## src/rtl/vga_pkg.sv

```systemverilog
// Shared types and defaults for the VGA frame capture block.
package vga_pkg;

  localparam int H_ACTIVE_DEFAULT = 640;
  localparam int V_ACTIVE_DEFAULT = 480;

  localparam logic [9:0] X_MAX = 10'd1023;
  localparam logic [8:0] Y_MAX = 9'd511;

  typedef enum logic [1:0] {
    IDLE,
    ARMED,
    CAPTURE
  } cap_state_t;

  typedef struct packed {
    logic [2:0] red;
    logic [2:0] green;
    logic [1:0] blue;
  } pixel_t;

endpackage

```

## src/rtl/vga_sync_edge.sv

```systemverilog
// Registers sync/enable inputs; fall pulses compare registered vs live.
module vga_sync_edge (
  input  logic clk,
  input  logic rst,
  input  logic h_sync,
  input  logic v_sync,
  input  logic video_enable,
  output logic hs_r,
  output logic ve_r,
  output logic vs_fall,
  output logic ve_fall
);

  logic hs_d, vs_d, ve_d;
  logic hs_q, vs_q, ve_q;

  always_comb begin
    hs_d = h_sync;
    vs_d = v_sync;
    ve_d = video_enable;
  end

  always_ff @(posedge clk or posedge rst) begin
    if (rst) begin
      hs_q <= 1'b0;
      vs_q <= 1'b0;
      ve_q <= 1'b0;
    end else begin
      hs_q <= hs_d;
      vs_q <= vs_d;
      ve_q <= ve_d;
    end
  end

  assign hs_r    = hs_q;
  assign ve_r    = ve_q;
  assign vs_fall = vs_q & ~v_sync;
  assign ve_fall = ve_q & ~video_enable;

endmodule

```

## src/rtl/vga_frame_capture.sv

```systemverilog
// Captures one (or back-to-back) VGA frames into a pixel stream
// with per-frame count/checksum and sticky geometry error flags.
module vga_frame_capture
  import vga_pkg::*;
#(
  parameter int H_ACTIVE = H_ACTIVE_DEFAULT,
  parameter int V_ACTIVE = V_ACTIVE_DEFAULT
) (
  input  logic        clk,
  input  logic        rst,
  input  logic        h_sync,
  input  logic        v_sync,
  input  logic [2:0]  red,
  input  logic [2:0]  green,
  input  logic [1:0]  blue,
  input  logic        video_enable,
  input  logic        arm,
  input  logic        continuous,
  output logic        pixel_valid,
  output logic [7:0]  pixel_data,
  output logic [9:0]  pixel_x,
  output logic [8:0]  pixel_y,
  output logic        busy,
  output logic        frame_done,
  output logic [18:0] pixel_count,
  output logic [15:0] frame_checksum,
  output logic        line_error,
  output logic        frame_error
);

  localparam logic [9:0] H_LIM = 10'(H_ACTIVE);
  localparam logic [8:0] V_LIM = 9'(V_ACTIVE);

  logic hs_r, ve_r, vs_fall, ve_fall;

  vga_sync_edge u_sync (
    .clk          (clk),
    .rst          (rst),
    .h_sync       (h_sync),
    .v_sync       (v_sync),
    .video_enable (video_enable),
    .hs_r         (hs_r),
    .ve_r         (ve_r),
    .vs_fall      (vs_fall),
    .ve_fall      (ve_fall)
  );

  cap_state_t  state_d, state_q;
  pixel_t      pix_d, pix_q;
  logic        arm_d, arm_q;
  logic        cont_d, cont_q;
  logic [9:0]  x_d, x_q, x_n;
  logic [8:0]  y_d, y_q, y_n;
  logic [18:0] cnt_d, cnt_q, cnt_n;
  logic [15:0] sum_d, sum_q, sum_n;
  logic        hs_seen_d, hs_seen_q, hs_n;
  logic        pv_d, pv_q;
  logic [7:0]  pd_d, pd_q;
  logic [9:0]  px_d, px_q;
  logic [8:0]  py_d, py_q;
  logic        busy_d, busy_q;
  logic        done_d, done_q;
  logic [18:0] count_d, count_q;
  logic [15:0] csum_d, csum_q;
  logic        lerr_d, lerr_q;
  logic        ferr_d, ferr_q;
  logic        pix;

  assign pix = (state_q == CAPTURE) && ve_r;

  always_comb begin
    pix_d     = '{red: red, green: green, blue: blue};
    arm_d     = arm;
    cont_d    = continuous;
    state_d   = state_q;
    x_d       = x_q;
    y_d       = y_q;
    cnt_d     = cnt_q;
    sum_d     = sum_q;
    hs_seen_d = hs_seen_q;
    lerr_d    = lerr_q;
    ferr_d    = ferr_q;
    count_d   = count_q;
    csum_d    = csum_q;
    done_d    = 1'b0;
    pv_d      = pix;
    pd_d      = pd_q;
    px_d      = px_q;
    py_d      = py_q;
    x_n       = x_q;
    y_n       = y_q;
    cnt_n     = cnt_q;
    sum_n     = sum_q;
    hs_n      = hs_seen_q | ~hs_r;
    if (pix) begin
      pd_d = pix_q;
      px_d = x_q;
      py_d = y_q;
    end
    unique case (state_q)
      IDLE: begin
        if (arm_q) begin
          state_d = ARMED;
          lerr_d  = 1'b0;
          ferr_d  = 1'b0;
        end
      end
      ARMED: begin
        if (vs_fall) begin
          state_d   = CAPTURE;
          x_d       = '0;
          y_d       = '0;
          cnt_d     = '0;
          sum_d     = '0;
          hs_seen_d = 1'b0;
        end
      end
      CAPTURE: begin
        if (pix) begin
          cnt_n = cnt_q + 19'd1;
          sum_n = sum_q + {8'd0, pix_q};
          if (x_q == X_MAX) lerr_d = 1'b1;
          else              x_n    = x_q + 10'd1;
        end
        // Line end shares a cycle with its last pixel.
        if (ve_fall) begin
          if (x_n != H_LIM || !hs_n) lerr_d = 1'b1;
          x_n  = '0;
          hs_n = 1'b0;
          if (y_q == Y_MAX) ferr_d = 1'b1;
          else              y_n    = y_q + 9'd1;
        end
        x_d       = x_n;
        y_d       = y_n;
        cnt_d     = cnt_n;
        sum_d     = sum_n;
        hs_seen_d = hs_n;
        if (vs_fall) begin
          done_d    = 1'b1;
          count_d   = cnt_n;
          csum_d    = sum_n;
          if (y_n != V_LIM) ferr_d = 1'b1;
          x_d       = '0;
          y_d       = '0;
          cnt_d     = '0;
          sum_d     = '0;
          hs_seen_d = 1'b0;
          state_d   = cont_q ? CAPTURE : IDLE;
        end
      end
      default: state_d = IDLE;
    endcase
    busy_d = (state_d != IDLE);
  end

  always_ff @(posedge clk or posedge rst) begin
    if (rst) begin
      state_q   <= IDLE;
      pix_q     <= '0;
      arm_q     <= 1'b0;
      cont_q    <= 1'b0;
      x_q       <= '0;
      y_q       <= '0;
      cnt_q     <= '0;
      sum_q     <= '0;
      hs_seen_q <= 1'b0;
      pv_q      <= 1'b0;
      pd_q      <= '0;
      px_q      <= '0;
      py_q      <= '0;
      busy_q    <= 1'b0;
      done_q    <= 1'b0;
      count_q   <= '0;
      csum_q    <= '0;
      lerr_q    <= 1'b0;
      ferr_q    <= 1'b0;
    end else begin
      state_q   <= state_d;
      pix_q     <= pix_d;
      arm_q     <= arm_d;
      cont_q    <= cont_d;
      x_q       <= x_d;
      y_q       <= y_d;
      cnt_q     <= cnt_d;
      sum_q     <= sum_d;
      hs_seen_q <= hs_seen_d;
      pv_q      <= pv_d;
      pd_q      <= pd_d;
      px_q      <= px_d;
      py_q      <= py_d;
      busy_q    <= busy_d;
      done_q    <= done_d;
      count_q   <= count_d;
      csum_q    <= csum_d;
      lerr_q    <= lerr_d;
      ferr_q    <= ferr_d;
    end
  end

  assign pixel_valid    = pv_q;
  assign pixel_data     = pd_q;
  assign pixel_x        = px_q;
  assign pixel_y        = py_q;
  assign busy           = busy_q;
  assign frame_done     = done_q;
  assign pixel_count    = count_q;
  assign frame_checksum = csum_q;
  assign line_error     = lerr_q;
  assign frame_error    = ferr_q;

endmodule

```

## config.mk

```make
export PLATFORM = sky130hd
export DESIGN_NAME = vga_frame_capture
export DESIGN_NICKNAME = d
export VERILOG_FILES = /design/src/rtl/vga_pkg.sv /design/src/rtl/vga_sync_edge.sv /design/src/rtl/vga_frame_capture.sv
export SDC_FILE = /design/constraint.sdc
export NUM_CORES = 1
export LEC_CHECK = 0
export BUFFER_PORTS_ARGS = -buffer_cell sky130_fd_sc_hd__buf_2
export CAP_MARGIN = 20
export CORE_ASPECT_RATIO = 1.75
export CORE_MARGIN = 2
export CORE_UTILIZATION = 63
export CTS_CLUSTER_DIAMETER = 150
export DETAILED_ROUTE_END_ITERATION = 16
export PLACE_DENSITY = 0.85
export SYNTH_ARGS = -nofsm -noshare
export SYNTH_HDL_FRONTEND = slang
export SYNTH_SLANG_ARGS = --single-unit
```

## constraint.sdc

```tcl
create_clock -name clk -period 6.6 [get_ports clk]
set_input_delay 0.66 -clock clk [delete_from_list [all_inputs] [get_ports clk]]
set_output_delay 0.66 -clock clk [all_outputs]
set_load 0.01 [all_outputs]
```

==> flow_summary_export.csv <==
group,metric,value,unit
run_status,status,"complete, no violations",
die,fp.dieW,82.9,um
route,ant_nets,0,
clocking,clk_path_buf_depth,2,
cells_and_area,fin_util,73.8,%
critical_path,critPathRequiredTime,6.86,ns
critical_path,r2r-start,"state_q[0]$_DFF_PP0_",
placed_design,gp_congestion,0.935,
critical_path,critPathKind,"flip-flop to flip-flop",
clocking,clkTransAtPathRegs,0.06,ns
synthesis,synth.top_cells.by_area,"dfrtp_1, nand2_1, o21ai_0",
timing,fin_crit,2.89,ns
placed_design,dp.cells,915,
power,ir_drop,0.000253,V
synthesis,syn_avg_cell_area,9.23,sq um
timing,maxSlewHeadroom,25.1,%
clocking,cts_setup_buffers,0,
global_route,grt_pass1_wl,27700,um
timing,rsz0062_at_grt,"no",
route,drt-vias-per-instance,6.22,
critical_path,crit_path_start_kind,"flip-flop",
synthesis,ys_ff_latch,137,
cells_and_area,stdcell_count,947,
cells_and_area,fin_area,7850,sq um
critical_path,setup.worst_path.start,"state_q[0]$_DFF_PP0_",
synthesis,synth_edf_count,0,
clocking,cts_resized,0,
critical_path,slowest_delay,0.61,ns
placed_design,io_buffers,81,
route,drc,0,
synthesis,yosysSeqAreaShare,49.9,%
global_route,grt_max_degree,72,
cells_and_area,area_growth,14.3,%
critical_path,crit_arrival,3.15,ns
power,power.leakage,3.74,nW
clocking,clk_latency,0.42,ns
die,ios,82,
route,drt-wirelength-per-cell,17.8,um
route,vias,5888,
placed_design,post-dp-hpwl,11200,um
synthesis,synthCells,744,
placed_design,place_area,7240,sq um
synthesis,synth_cell_types,67,
clocking,clock-root-buffer,"clkbuf_16",
clocking,cts_max_level,4,
critical_path,worstPathCellList,"nand3b_1 > clkinv_1 > buf_4 > and4_1 > and3_1 > nand3_1 > xor2_1 > o21ai_1",
synthesis,synth_nets,771,
synthesis,yosysMostFrequentCell,"nand2_1",
global_route,track_usage,29.1,%
timing,finalCritPeriodShare,43.8,%
die,core_region_area,10600,sq um
timing,finalSetupViolations,0,
timing,hold_violations,0,
synthesis,async_flop_share,100,%
flow_run,cap_violations,0,
timing,tightestPinTransition,1.12,ns
timing,clock_skew,0.0112,ns
cells_and_area,drive_gt1_share,17.0,%
route,totalWireLength,16900,um
clocking,ctsHoldBuffers,0,
die,placementRows,50,
critical_path,cp_max_fo,32,
global_route,grt_overflow,0,
power,powerDensity,313,nW/um^2
cells_and_area,antenna_cells,0,
route,firstDrtPassIters,5,
die,start_util,64.6,%
synthesis,synth_top_area_share,49.9,%
die,dieHeight,142,um
synthesis,synthFlopType,"dfrtp_1",
route,drtIter0Drc,461,
global_route,grt_pass1_vias,5829,
clocking,tritoncts,"built",
clocking,clock_sinks,137,
clocking,numCtsBuffers,17,
synthesis,synth_warnings,0,
critical_path,end_kind,"flip-flop",
cells_and_area,nNetsFinal,831,
synthesis,synth_top_area_cell,"dfrtp_1",
critical_path,cp_slowest_cell,"clkinv_1",
hold_path,hold_class,"primary input to async pin",
timing,fmaxAchievable,0.346,GHz
synthesis,ys_top_cells_by_count,"nand2_1, dfrtp_1, o21ai_0",
timing,finalSetupTns,0,ns
synthesis,syn_area,6870,sq um
die,dieArea,11800,sq um
global_route,antenna_found_initial,0,
timing,slew_viol_final,0,
==> metrics by stage <==
stage	total power, mW	setup slack, ns	hold slack, ns
finish	2.46	3.71	0.315
global route	2.56	3.59	0.334
CTS	2.46	3.73	0.339
global placement	1.47	3.89	0.455
detailed placement	1.49	3.77	0.458
floorplan	1.32	2.27	0.440
==> cells in the final DEF, fill, tap and decap left out, types with 11 or more instances in the layout <==
cell / count
xnor2_1: 17
nand3_1: 24
nand2_1: 176
o31ai_1: 15
a21oi_1: 33
clkbuf_16: 17
ha_1: 11
o21ai_0: 77
a31oi_1: 19
xor2_1: 18
nor2_1: 26
inv_1: 11
dfrtp_1: 137
buf_2: 81
==> worst max-delay path: cells and delay by family, from the launching register on <==
kind                      cells  cell delay (ns)
DFF                           1             0.43
xor gates and xnor gates      1             0.18
and+or+nand+nor               4             0.91
buffers and inverters         2             1.13
AOI/OAI and AO/OA             1             0.07
==> kinds of logic after synthesis <==
family | share of synthesized area (%)
adder cells (fa/ha/maj) | 2.30
XOR/XNOR | 4.46
buffers and inverters | 4.23
flip-flops | 49.9
AND/OR/NAND/NOR | 21.0
multiplexers | 0.911
AO/OA/AOI/OAI | 17.2
==> final cells by class <==
| type | count | area (sq um) |
|---|---|---|
| inverter | 13 | 53.8 |
| sequential | 137 | 3430 |
| clock inverter | 12 | 149 |
| timing repair buffer | 86 | 443 |
| clock buffer | 20 | 457 |
| tap | 130 | 163 |
| fill | 794 | 2790 |
| multi-input combinational | 549 | 3150 |
==> worst paths after layout <==
path	slack, ns	cells past startpoint	end
setup / recovery	3.71	8	pixel_count[10]$_DFFE_PP0P_
hold / removal	0.31	2	frame_checksum[15]$_DFFE_PP0P_
setup reg to reg	3.71	8	pixel_count[10]$_DFFE_PP0P_
hold reg to reg	0.47	2	pixel_x[0]$_DFFE_PP0N_
max in group asynchronous	4.90	3	pixel_count[10]$_DFFE_PP0P_
min in group clk	0.34	1	pix_q[6]$_DFF_PP0_
==> flip-flops by register name, summed over array words and instances (netlist names) <==
register / count
frame_checksum: 16
pixel_x: 10
x_q: 10
arm_q: 1
pix_q: 8
y_q: 9
frame_done: 1
state_q: 2
pixel_count: 19
pixel_data: 8
hs_seen_q: 1
u_sync.hs_r: 1
pixel_valid: 1
frame_error: 1
line_error: 1
u_sync.vs_q: 1
cnt_q: 19
pixel_y: 9
u_sync.ve_r: 1
cont_q: 1
busy: 1
sum_q: 16
==> power breakdown <==
part	switching [mW]	internal [mW]	total (mW)
combinational	0.335	0.159	0.495
clock	0.360	0.611	0.971
sequential	0.0650	0.926	0.991
==> layer usage <==
layer	global-route usage (%)	wire [um]
met5	0	0
met1	32.9	6480
met3	5.74	903
met4	15.2	567
met2	51.8	8900
No activity file was read; power rests on OpenSTA's default activity.
